File: config.mk
export PLATFORM = sky130hd
export DESIGN_NAME = bcd_to_binary
export DESIGN_NICKNAME = d
export VERILOG_FILES = /design/src/rtl/evm_pkg.sv /design/src/rtl/bcd_nibble_adjust.sv /design/src/rtl/bcd_to_binary.sv
export SDC_FILE = /design/constraint.sdc
export NUM_CORES = 1
export LEC_CHECK = 0
export ABC_AREA = 0
export CAP_MARGIN = 20
export CORE_MARGIN = 2
export CORE_UTILIZATION = 57
export DETAILED_ROUTE_END_ITERATION = 8
export GPL_TIMING_DRIVEN = 0
export HOLD_SLACK_MARGIN = 0.06
export PLACE_DENSITY = 0.89
export SETUP_SLACK_MARGIN = 0.05
export SLEW_MARGIN = 10
export SYNTH_ARGS = -nofsm -noshare
export SYNTH_HDL_FRONTEND = slang
export SYNTH_HIERARCHICAL = 1
export SYNTH_SLANG_ARGS = --single-unit
File: constraint.sdc
create_clock -name clk -period 3.85 [get_ports clk]
set_input_delay 1.155 -clock clk [delete_from_list [all_inputs] [get_ports clk]]
set_output_delay 1.155 -clock clk [all_outputs]
set_load 0.05 [all_outputs]
File: src/rtl/evm_pkg.sv
// Shared EVM datapath types and defaults.
// Used by the BCD-to-binary converter and its nibble adjuster.
package evm_pkg;

    typedef enum logic {IDLE, RUN} state_t;

    localparam int DEF_DIGITS = 4;
    localparam int DEF_BIN_W  = 14;

    typedef logic [3:0] bcd_digit_t;

    // Largest decimal value representable with the given digit count.
    function automatic longint unsigned max_decimal(input int digits);
        longint unsigned r;
        r = 0;
        for (int i = 0; i < digits; i++) begin
            r = r * 10 + 9;
        end
        return r;
    endfunction

endpackage

File: src/rtl/bcd_nibble_adjust.sv
// Reverse double-dabble digit correction.
// Subtracts 3 from a BCD nibble once it reaches 8 after a right shift.
module bcd_nibble_adjust
    import evm_pkg::*;
(
    input  bcd_digit_t d_i,
    output bcd_digit_t d_o
);

    assign d_o = d_i[3] ? (d_i - 4'd3) : d_i;

endmodule

File: src/rtl/bcd_to_binary.sv
// Sequential BCD-to-binary converter, one bit per clock.
// Define BCD_TO_BINARY_RANGE_CHECK_EN to flag digits above 9 via err.
module bcd_to_binary
    import evm_pkg::*;
#(
    parameter int DIGITS = DEF_DIGITS,
    parameter int BIN_W  = DEF_BIN_W
) (
    input  logic                  clk,
    input  logic                  rst_n,
    input  logic                  start,
    input  logic [4*DIGITS-1:0]   bcd_in,
    output logic                  busy,
    output logic                  done,
    output logic [BIN_W-1:0]      bin_out,
    output logic                  err
);

    localparam int BCD_W  = 4 * DIGITS;
    localparam int WORK_W = BCD_W + BIN_W;
    localparam int CNT_W  = $clog2(BIN_W + 1);

    if ((BIN_W < 63) && ((64'd1 << BIN_W) <= max_decimal(DIGITS))) begin : g_width_chk
        $error("BIN_W too narrow for DIGITS");
    end

    state_t             state_q;
    logic [CNT_W-1:0]   cnt_q;
    logic [WORK_W-1:0]  work_q;
    logic               busy_q;
    logic               done_q;
    logic [BIN_W-1:0]   bin_out_q;

    logic [WORK_W-1:0]  shifted;
    logic [BCD_W-1:0]   bcd_adj;
    logic [WORK_W-1:0]  work_d;
    logic               last;

    assign shifted = work_q >> 1;

    for (genvar g = 0; g < DIGITS; g++) begin : g_adj
        bcd_nibble_adjust u_adj (
            .d_i (shifted[BIN_W + 4*g +: 4]),
            .d_o (bcd_adj[4*g +: 4])
        );
    end

    assign work_d = {bcd_adj, shifted[BIN_W-1:0]};
    assign last   = (cnt_q == CNT_W'(BIN_W - 1));

`ifdef BCD_TO_BINARY_RANGE_CHECK_EN
    logic bcd_bad;
    logic bad_q;
    logic err_q;

    always_comb begin
        bcd_bad = 1'b0;
        for (int i = 0; i < DIGITS; i++) begin
            if (bcd_in[4*i +: 4] > 4'd9) bcd_bad = 1'b1;
        end
    end

    assign err = err_q;
`else
    assign err = 1'b0;
`endif

    always_ff @(posedge clk or negedge rst_n) begin
        if (!rst_n) begin
            state_q   <= IDLE;
            cnt_q     <= '0;
            work_q    <= '0;
            busy_q    <= 1'b0;
            done_q    <= 1'b0;
            bin_out_q <= '0;
`ifdef BCD_TO_BINARY_RANGE_CHECK_EN
            bad_q     <= 1'b0;
            err_q     <= 1'b0;
`endif
        end else begin
            done_q <= 1'b0;
            unique case (state_q)
                IDLE: begin
                    if (start) begin
                        work_q  <= {bcd_in, {BIN_W{1'b0}}};
                        cnt_q   <= '0;
                        busy_q  <= 1'b1;
                        state_q <= RUN;
`ifdef BCD_TO_BINARY_RANGE_CHECK_EN
                        bad_q   <= bcd_bad;
`endif
                    end
                end
                RUN: begin
`ifdef BCD_TO_BINARY_RANGE_CHECK_EN
                    // Invalid input finishes on the first RUN edge.
                    if (bad_q) begin
                        bin_out_q <= '0;
                        err_q     <= 1'b1;
                        done_q    <= 1'b1;
                        busy_q    <= 1'b0;
                        bad_q     <= 1'b0;
                        state_q   <= IDLE;
                    end else begin
`else
                    begin
`endif
                        work_q <= work_d;
                        cnt_q  <= cnt_q + 1'b1;
                        if (last) begin
                            bin_out_q <= work_d[BIN_W-1:0];
                            done_q    <= 1'b1;
                            busy_q    <= 1'b0;
                            state_q   <= IDLE;
`ifdef BCD_TO_BINARY_RANGE_CHECK_EN
                            err_q     <= 1'b0;
`endif
                        end
                    end
                end
            endcase
        end
    end

    assign busy    = busy_q;
    assign done    = done_q;
    assign bin_out = bin_out_q;

endmodule
==> out/summary.log <==
qor: synth.post_synth_main_area_contributors sky130_fd_sc_hd__dfrtp_1, sky130_fd_sc_hd__nand2_1, sky130_fd_sc_hd__mux2i_1
qor: finish.area.growth.synth_to_final 22.68%
qor: pwr.share_clk_of_total_power 13.1%
qor: clock_tree.cts_post_setup_buffers_inserted 0
qor: worst_setup_path.path_buf_inv 1
qor: worst_setup_path.path_max_fanout 3
qor: worst_setup_path.crit_arrival 1500 ps
qor: outcome.outcome finished clean
qor: clock_tree.cts-root-buf sky130_fd_sc_hd__clkbuf_8
qor: pwr.power.density_cell_area 857.6 nW/um^2
qor: timing.min_period 2653 ps
qor: synth.syn_area 2345 um^2
qor: pwr.sw_share 43.07%
qor: drt.wl_met3 123 um
qor: finish.nets 312
qor: finish.multi_input_comb_area 1016 um^2
qor: floorplan.floorplan.die_area 4642 um^2
qor: timing.skew 7.058 ps
qor: drt.highest_layer met4
qor: clock_tree.insertion_delay 310 ps
qor: worst_setup_path.r2r_setup_slack 2480 ps
qor: worst_setup_path.r2r.worst_path.cells 6
qor: synth.synthDominantCellAreaShare 53.36%
qor: finish.final_common_cell sky130_fd_sc_hd__nand2_1
qor: placed_design.gp_congestion 0.7165
qor: pwr.internal_power 0.001404 W
qor: finish.ff_latch_area 1251 um^2
qor: timing.grt_setup_unrepaired no
qor: clock_tree.post_cts_resize_count 0
qor: placed_design.postPlaceCellArea 2778 um^2
qor: drt.route.detailed.wl_per_inst 13.39 um
qor: pwr.static-leakage-power 1.379 nW
qor: worst_setup_path.path_class reg2out
qor: synth.syn-mean-instance-area 9.729 um^2
qor: pwr.sequentialPowerShare 40.6%
qor: worst_setup_path.cp_data_required_time 2690 ps
qor: pwr.max-vdd-ir-drop 0.4740 mV
qor: synth.synth_flop_cell sky130_fd_sc_hd__dfrtp_1
qor: worst_setup_path.cell_class_contributing_the_biggest_share_of_worst_path_delay buffers and inverters
qor: synth.yosysSeqAreaShare 53.36%
qor: clock_tree.cts-root-to-sink-buffers 2
qor: timing.fmax 377.0 MHz
qor: finish.most_used_cells_in_the_layout_excluding_fill_and_tap_cells sky130_fd_sc_hd__nand2_1, sky130_fd_sc_hd__dfrtp_1, sky130_fd_sc_hd__clkdlybuf4s50_1, sky130_fd_sc_hd__o21ai_0, sky130_fd_sc_hd__mux2i_1
qor: floorplan.placeable_core_area 3971 um^2
qor: worst_setup_path.r2r-end bin_out[9]
qor: clock_tree.cts-buffers-inserted 5
qor: worst_setup_path.timing.critical_path.slowest_cell_delay 810 ps
qor: clock_tree.clock_transition_at_path_regs 90 ps
qor: timing.slew_headroom 61.36%
qor: min_path.timing.hold.worst.class reg2reg
qor: worst_setup_path.critical_path_cell_by_cell clkdlybuf4s50_1
qor: drt.dr.pass1.iters 4
qor: drt.viasPerCell 5.192
qor: worst_setup_path.worst_setup_path_start busy
qor: timing.hold_viol 0
qor: pwr.total_switching_power 0.001062 W
qor: synth.synth-seq-cells 50
qor: drt.route.vias.total 1755
qor: global_route.grt_antenna_before_repair 0
qor: drt.drt-initial-drc-count 148
qor: placed_design.dp_slack 1417 ps
qor: floorplan.fp.dieW 68.14 um
qor: drt.drt.antenna.violating_nets 0
qor: timing.tns 0 ps
qor: timing.setup_viol 0
qor: synth.synth_async_sr_flop_share 100.0%
qor: clock_tree.htree_num_levels 2
qor: global_route.track_usage 22.27%
qor: finish.instances_no_fill 338
qor: global_route.first_global_vias 1717
qor: timing.layout_worst_path_cycle_share 68.90%
qor: worst_setup_path.crit_path_start_kind flop
qor: pwr.power.share.combinational 46.3%
qor: min_path.hold_depth 2
qor: floorplan.placement_rows 23
qor: synth.synthCells 241
qor: clock_tree.hold_buffers 0
qor: timing.timing.hold.ws 479.8 ps
qor: floorplan.starting_density 59.04%
qor: placed_design.dp_hpwl 3279 um
qor: global_route.grt_start_max_net_pins 27
qor: worst_setup_path.setup.worst_path.end_class primary output
qor: drt.met1_length 2041 um
qor: placed_design.placedCellCount 330
qor: synth.number_of_warnings_issued_by_yosys 6
qor: drt.wl 4527 um
qor: worst_setup_path.crit_slowest_cell sky130_fd_sc_hd__clkdlybuf4s50_1
qor: finish.fillers 296
qor: finish.final_layout_size_suffix_gt1_share 9.375%
qor: drt.met2RoutedLength 2285 um
qor: synth.synth_enable_flop_cells 0
qor: worst_setup_path.path_depth 1
qor: synth.synth_area_leader_cell sky130_fd_sc_hd__dfrtp_1
qor: synth.synth.distinct_cells 25
qor: job.drv.max_cap_violation_count 0
qor: drt.remaining_drc_errors 0
qor: finish.antenna_cells_inserted 0
qor: worst_setup_path.rr_startpoint cnt_q[0]
qor: timing.post-route-worst-setup-slack 1197 ps
qor: global_route.globalRouteOverflowTotal 0
qor: worst_setup_path.capturing_instance_or_port_of_the_critical_path busy
qor: clock_tree.cts_tree done
qor: clock_tree.clock-sinks 50
qor: timing.timing_max_transition_violations_final 0
qor: timing.worst_pin_slew 579.6 ps
qor: finish.final_cell_area 2877 um^2
qor: placed_design.portBuffers 34
qor: floorplan.design.portCount 36
qor: global_route.grt_first_pass_wirelength 7617 um
qor: floorplan.die-height 68.14 um
-- sequential cells by signal, summed over array words and instances, names as in the netlist --
signal   flops
work_q      29
busy         1
state_q      1
cnt_q        4
done         1
bin_out     14
-- layer usage --
| metal | vias to the layer above | global-route usage (%) |
|---|---|---|
| met3 | 7 | 3.783 |
| met5 | - | 0 |
| li1 | 874 | - |
| met1 | 845 | 29.14 |
| met4 | 0 | 11.00 |
| met2 | 29 | 35.80 |
-- through the flow --
stage / utilization [%] / total power (W)
floorplan: - / 0.001800
global placement: 69.57 / 0.002077
detailed placement: 69.94 / 0.002144
CTS: 72.43 / 0.002481
global route: 72.43 / 0.002653
finish: 72.43 / 0.002467
-- worst min-delay path: stages (launching register included) --
cell and delay [ps]:
sky130_fd_sc_hd__dfrtp_1 350, sky130_fd_sc_hd__nand2_1 50, sky130_fd_sc_hd__nand2_1 50
-- power groups by stage --
| stage | logic, W | registers, W | clock network [W] |
|---|---|---|---|
| after floorplan | 0.000596 | 0.00120 | 0 |
| after global placement | 0.00109 | 0.000990 | 0 |
| after detailed placement | 0.00114 | 0.00100 | 0 |
| after CTS | 0.00115 | 0.000997 | 0.000329 |
| after global routing | 0.00126 | 0.00104 | 0.000353 |
| final | 0.00114 | 0.00100 | 0.000324 |
-- synth_stat cells (2+ instances only) --
| master | number |
|---|---|
| sky130_fd_sc_hd__nand2_1 | 86 |
| sky130_fd_sc_hd__buf_4 | 3 |
| sky130_fd_sc_hd__buf_2 | 5 |
| sky130_fd_sc_hd__dfrtp_1 | 50 |
| sky130_fd_sc_hd__buf_6 | 2 |
| sky130_fd_sc_hd__nand3_1 | 2 |
| sky130_fd_sc_hd__nor2_1 | 4 |
| sky130_fd_sc_hd__xor2_1 | 5 |
| sky130_fd_sc_hd__mux2i_1 | 16 |
| sky130_fd_sc_hd__nand2b_1 | 4 |
| sky130_fd_sc_hd__clkbuf_1 | 2 |
| sky130_fd_sc_hd__xnor2_1 | 5 |
| sky130_fd_sc_hd__a21oi_1 | 5 |
| sky130_fd_sc_hd__o21ai_0 | 28 |
| sky130_fd_sc_hd__o21ai_1 | 3 |
| sky130_fd_sc_hd__nor2b_1 | 4 |
| sky130_fd_sc_hd__mux2_4 | 4 |
| sky130_fd_sc_hd__ha_1 | 6 |
-- cells by family after synthesis --
kind of cell | synth area share [%]
AND/OR/NAND/NOR | 17.88
flip-flops | 53.36
AO/OA/AOI/OAI | 8.324
multiplexers | 9.392
buffers and inverters | 3.948
XOR/XNOR | 3.735
adder cells (fa/ha/maj) | 3.202
other | 0.1599
-- final cells by class --
class	instances	share of cell area, %
buffer	12	2.697
multi-input combinational	180	35.32
tap	50	2.175
timing repair buffer	35	12.35
sequential	50	43.50
clock buffer	6	2.871
clock inverter	2	0.5655
inverter	3	0.5220
-- worst min path at each step --
| stage | start | end | slack (ps) |
|---|---|---|---|
| 2_1_floorplan | work_q[1] | bin_out[0] | 440 |
| 6_report | bin_out[7] | bin_out[7] | 480 |
| 3_5_place_dp | bin_out[7] | bin_out[7] | 460 |
| 4_1_cts | bin_out[7] | bin_out[7] | 480 |
| 3_3_place_gp | bin_out[7] | bin_out[7] | 460 |
| 5_1_grt | bin_out[10] | bin_out[10] | 510 |
Note: power is estimated with default switching activity, not from simulation.
